--- src/rtl/cg_sense_cond.sv ---
// Two-channel photogate conditioner: synchronise, polarity-correct and qualify raw
// sensor lines into fixed-width pulses with lockout, and time trigger-to-gate transit.
module cg_sense_cond #(
    parameter int unsigned SYNC_STAGES = 2,
    parameter int unsigned PULSE_W     = 4,
    parameter int unsigned TW          = 24
) (
    input  logic          clk,
    input  logic          I_RST,
    input  logic          I_S_TRIG,
    input  logic          I_S_GATE,
    input  logic [1:0]    I_POL,
    input  logic [7:0]    I_FLT,
    input  logic [15:0]   I_LOCK,
    input  logic          I_EN,
    output logic          O_TRIG,
    output logic          O_GATE,
    output logic [TW-1:0] O_TT,
    output logic          O_TTV,
    output logic          O_TOVF,
    output logic          O_BUSY
);

    localparam int unsigned CW = 16;
    localparam logic [CW-1:0] PULSE_LAST = CW'(PULSE_W - 1);
    localparam logic [TW-1:0] TMAX = '1;

    typedef enum logic [1:0] {IDLE, QUAL, FIRE, LOCK} ch_state_t;
    typedef enum logic {T_IDLE, T_RUN} t_state_t;

    logic [1:0] raw;
    logic [1:0] fire_go;
    logic [1:0] pulse;

    assign raw = {I_S_GATE, I_S_TRIG};

    // Channel 0 = trigger, channel 1 = gate; identical qualification pipelines.
    for (genvar c = 0; c < 2; c++) begin : g_ch
        logic [SYNC_STAGES-1:0] sync;
        ch_state_t              st;
        logic [CW-1:0]          cnt;
        logic                   pulse_q;
        logic                   active;

        assign active     = sync[SYNC_STAGES-1] ^ ~I_POL[c];
        // Same condition as the QUAL->FIRE transition, exported for the transit timer.
        assign fire_go[c] = (st == QUAL) && I_EN && active && (cnt >= CW'(I_FLT));
        assign pulse[c]   = pulse_q;

        always_ff @(posedge clk or posedge I_RST) begin
            if (I_RST) begin
                sync    <= '0;
                st      <= IDLE;
                cnt     <= '0;
                pulse_q <= 1'b0;
            end else begin
                sync <= {sync[SYNC_STAGES-2:0], raw[c]};
                case (st)
                    IDLE: begin
                        if (I_EN && active) begin
                            st  <= QUAL;
                            cnt <= CW'(1);
                        end
                    end
                    QUAL: begin
                        if (!I_EN || !active) begin
                            st  <= IDLE;
                            cnt <= '0;
                        end else if (cnt >= CW'(I_FLT)) begin
                            st      <= FIRE;
                            cnt     <= '0;
                            pulse_q <= 1'b1;
                        end else begin
                            cnt <= cnt + CW'(1);
                        end
                    end
                    FIRE: begin
                        if (cnt == PULSE_LAST) begin
                            st      <= LOCK;
                            cnt     <= '0;
                            pulse_q <= 1'b0;
                        end else begin
                            cnt <= cnt + CW'(1);
                        end
                    end
                    LOCK: begin
                        // Re-arm only once the line has gone inactive, so a held sensor fires once.
                        if ((cnt >= I_LOCK) && !active) begin
                            st  <= IDLE;
                            cnt <= '0;
                        end else if (cnt != '1) begin
                            cnt <= cnt + CW'(1);
                        end
                    end
                    default: begin
                        st      <= IDLE;
                        cnt     <= '0;
                        pulse_q <= 1'b0;
                    end
                endcase
            end
        end
    end

    assign O_TRIG = pulse[0];
    assign O_GATE = pulse[1];

    t_state_t        t_st;
    logic [TW-1:0]   tcnt;
    logic [TW-1:0]   tcnt_inc;

    // The capture stores the count including the stop cycle, i.e. fire-to-fire distance.
    assign tcnt_inc = (tcnt == TMAX) ? tcnt : tcnt + TW'(1);

    // Transit timer: trigger fire starts/restarts, gate fire captures.
    always_ff @(posedge clk or posedge I_RST) begin
        if (I_RST) begin
            t_st   <= T_IDLE;
            tcnt   <= '0;
            O_TT   <= '0;
            O_TTV  <= 1'b0;
            O_TOVF <= 1'b0;
            O_BUSY <= 1'b0;
        end else begin
            case (t_st)
                T_IDLE: begin
                    if (fire_go[0]) begin
                        t_st   <= T_RUN;
                        tcnt   <= '0;
                        O_BUSY <= 1'b1;
                        O_TTV  <= 1'b0;
                        O_TOVF <= 1'b0;
                    end
                end
                T_RUN: begin
                    if (fire_go[1]) begin
                        O_TT  <= tcnt_inc;
                        O_TTV <= 1'b1;
                    end
                    if (fire_go[0]) begin
                        tcnt   <= '0;
                        O_TOVF <= 1'b0;
                        if (!fire_go[1]) begin
                            O_TTV <= 1'b0;
                        end
                    end else begin
                        tcnt <= tcnt_inc;
                        if (tcnt_inc == TMAX) begin
                            O_TOVF <= 1'b1;
                        end
                        if (fire_go[1]) begin
                            t_st   <= T_IDLE;
                            O_BUSY <= 1'b0;
                        end
                    end
                end
                default: begin
                    t_st   <= T_IDLE;
                    O_BUSY <= 1'b0;
                end
            endcase
        end
    end

endmodule

--- config.mk ---
export PLATFORM = sky130hd
export DESIGN_NAME = cg_sense_cond
export DESIGN_NICKNAME = d
export VERILOG_FILES = /design/src/rtl/cg_sense_cond.sv
export SDC_FILE = /design/constraint.sdc
export NUM_CORES = 1
export LEC_CHECK = 0
export ABC_AREA = 1
export ABC_CLOCK_PERIOD_IN_PS = 3300
export CORE_UTILIZATION = 59
export DETAILED_ROUTE_END_ITERATION = 8
export HOLD_SLACK_MARGIN = 0.03
export PLACE_DENSITY_LB_ADDON = 0.3
export REMOVE_ABC_BUFFERS = 1
export SYNTH_ARGS = -nofsm -noshare
export SYNTH_HDL_FRONTEND = slang
export SYNTH_SLANG_ARGS = --single-unit
--- constraint.sdc ---
create_clock -name clk -period 3.3 [get_ports clk]
set_input_delay 0.66 -clock clk [delete_from_list [all_inputs] [get_ports clk]]
set_output_delay 0.66 -clock clk [all_outputs]
set_load 0.05 [all_outputs]
==> results.md <==
* CP Max Fanout at 12
* Int Power at 2.111 mW
* Initial drt markers at 490
* Clk pin slew, worst setup/hold paths at 0.10 ns
* # port buffers at 59
* Wire length per cell at 14.40 um
* Routed Antenna Nets at 0
* Highest Clock Rate at 0.3565 GHz
* CORE AREA at 0.01084 mm^2
* Inserted Clock Buffers at 9
* CTS tree: done
* Synthesized cell area at 0.006565 mm^2
* Adder-cell share of the synthesized area at 0.09720
* Max Cap Viol at 0
* Compound-Gate Fraction of Synth Area at 0.09758
* Die ar. at 0.01155 mm^2
* Status: finished clean
* R2R Setup Slk at 0.65 ns
* Worst r2r path cells at 13
* Met1 Usage GRT at 0.4668
* Die X at 107.5 um
* Simple-gate share of the synthesized area at 0.3259
* Antenna diodes at 0
* Mux share of post-synthesis cell area at 0
* Total Neg Setup Slack at 0 ns
* GPL Wtd Cong at 0.9869
* Row cnt at 38
* Count of cells resized by post-cts repair at 0
* GR peak layer: met1
* Period utilisation layout at 0.8500
* Drt via density at 5.550
* DRC Markers at 0
* Gate Count Post-Synth at 935
* Mapped Avg Cell Area at 7.021 um^2
* Sw Ratio at 0.4206
* Gr usage total at 0.3104
* First-pass GRT wire length at 27910 um
* M3 GR Usage at 0.03632
* Vias in the first global route at 5777
* Hold depth at 0
* Critical path type: input pin to flop
* Worst slew pin tran at 0.6886 ns
* Minimum clock period at 2.805 ns
* Setup Fix Bufs, Post-CTS at 0
* FF+latch count, synth at 94
* YS warnings at 0
* LEAKAGE at 3.756 nW
* Dpl hpwl at 12610 um
* Main combinational cell family by area after synthesis: simple AND/OR/NAND/NOR gates
* Antenna violations before repair at 0
* Fillers at 913
* Sw Pwr at 1.533 mW
* Yosys cell types at 36
* Register share of total power at 0.416
* Final nets at 1083
* WL final at 16500 um
* Final hold vios at 0
* Routed vias at 6360
* Max Slew Vio Count at 0
* Overall Power at 3.644 mW
* Layout area overhead at 15.19%
* Pin count of the biggest net entering global routing at 45
* CP Launch Point: I_LOCK[15]
* CP endpoint kind: flop
* Initial Util at 0.6056
* Crit path arrival time at 3.11 ns
* Fraction of layout cells with a size suffix above 1 at 0.04473
* Post-synth top flop: dfrtp_1
* Worst R2R End: O_TOVF
* TritonRoute pass-1 iters at 5
* Seq/Total Area, Yosys at 0.3583
* GRT met2 Usage at 0.4625
* Comb pwr share at 0.354
* # H-tree levels at 3
* Startpoint types: input pin
* Most frequent cells in the layout: nand2_1 (270), inv_1 (132), nor2_1 (105)
* Post-Synth XOR/XNOR Area at 0.03202
* Clk_skew at 0.01740 ns
* Longest Clk Path Bufs at 2
* Max_slew headroom at 0.5374
* Die height at 107.5 um
* Clock group share of total power at 0.229
* Critical Path Sink: g_ch[0].cnt[14]
* Synth async-reset ratio at 1.000
* CTS Sinks at 94
* Total grt overflow at 0
* Root Buffer: clkbuf_8
* Most common cell after layout, fill and taps aside: nand2_1
* Final Setup Violations at 0
* Post-placement cell count at 1130
* Number of synthesized flops with an enable pin at 0
* Worst path required time at 3.61 ns
* RR Startpoint: tcnt[0]
* Hold_buf cts at 0
* Top Ports at 60
* Type of the worst min-delay path: flop to flop
* Non-filler cells, final at 1146
* VDD IR max at 399.9 uV
* RSZ-0062 raised after global routing: no
* Pwr per Cell Area at 481.8 mW/mm^2
* Clock Latency Late Sink at 0.39 ns
metrics by stage:
stage	hold WS, ns	cell area [um^2]	util	worst slack (ns)
after floorplan	0.3312	6491	-	0.1913
after global placement	0.3346	7360	0.6789	0.2955
after detailed placement	0.3347	7360	0.6789	0.1748
after CTS	0.3567	7562	0.6976	0.5259
after global routing	0.3930	7562	0.6976	0.2545
final	0.3574	7562	0.6976	0.4950
worst min path at each step:
stage / end / startpoint
detailed placement: g_ch[0].sync[1] / g_ch[0].sync[0]
CTS: g_ch[0].sync[1] / g_ch[0].sync[0]
floorplan: g_ch[0].sync[1] / g_ch[0].sync[0]
global route: g_ch[0].sync[1] / g_ch[0].sync[0]
finish: g_ch[0].sync[1] / g_ch[0].sync[0]
global placement: g_ch[0].sync[1] / g_ch[0].sync[0]
power groups by stage:
stage	Clock, mW	Combinational [mW]	Sequential (mW)
floorplan	0	0.733	1.63
global placement	0	1.25	1.53
detailed placement	0	1.28	1.53
CTS	0.834	1.29	1.51
global route	0.880	1.45	1.54
finish	0.835	1.29	1.52
sequential cells by signal, summed over array words and instances (netlist names), named ones only:
register / cells
g_ch.cnt: 32
O_TT: 24
tcnt: 24
g_ch.sync: 4
g_ch.st: 2
O_BUSY: 1
O_GATE: 1
O_TOVF: 1
O_TRIG: 1
O_TTV: 1
t_st: 1
cell families after synthesis:
logic type	after synthesis
adder cells (fa/ha/maj)	51
flip-flops	94
buffers and inverters	150
AND/OR/NAND/NOR	500
AO/OA/AOI/OAI	116
XOR/XNOR	24
per-layer routing:
metal  wire (um)  up-vias
li1            -     3169
met1        7955     2922
met2        7112      244
met3        1168       25
met4         266        0
met5           0        -
layout make-up:
class                   count  area [um^2]  area share
well taps                 140        175.2     0.02316
flip-flops and latches     94         2352      0.3111
repair buffers             69        690.7     0.09133
clock inverters             6        75.07    0.009927
clock buffers              10        127.6     0.01688
multi-input cells         691         3628      0.4798
inverters                 136        513.0     0.06784
critical path, stage by stage:
cell and delay (ns):
clkdlybuf4s50_1 0.45, inv_1 0.07, ha_1 0.33, a21oi_1 0.19, o21ai_0 0.17, nor2_1 0.14
nand2_1 0.05, nand2_1 0.16, nand2_1 0.12, nand3b_1 0.41, nand2_1 0.17, o21ai_0 0.19
synthesized netlist by cell type, types with 5 or more instances:
| library cell | number | area (um^2) |
|---|---|---|
| nand2_2 | 5 | 31.28 |
| nor2_1 | 105 | 394.1 |
| buf_2 | 5 | 25.02 |
| nand2_1 | 270 | 1013 |
| xor2_1 | 22 | 192.7 |
| inv_1 | 133 | 499.2 |
| ha_1 | 51 | 638.1 |
| dfrtp_1 | 94 | 2352 |
| clkbuf_1 | 7 | 26.28 |
| o22ai_1 | 19 | 118.9 |
| nor3_1 | 10 | 50.05 |
| a21oi_1 | 27 | 135.1 |
| nand3_1 | 59 | 295.3 |
| nand4_1 | 33 | 206.5 |
| nand3b_1 | 5 | 37.54 |
| o21ai_0 | 55 | 275.3 |
No activity file was read; power rests on OpenSTA's default activity.
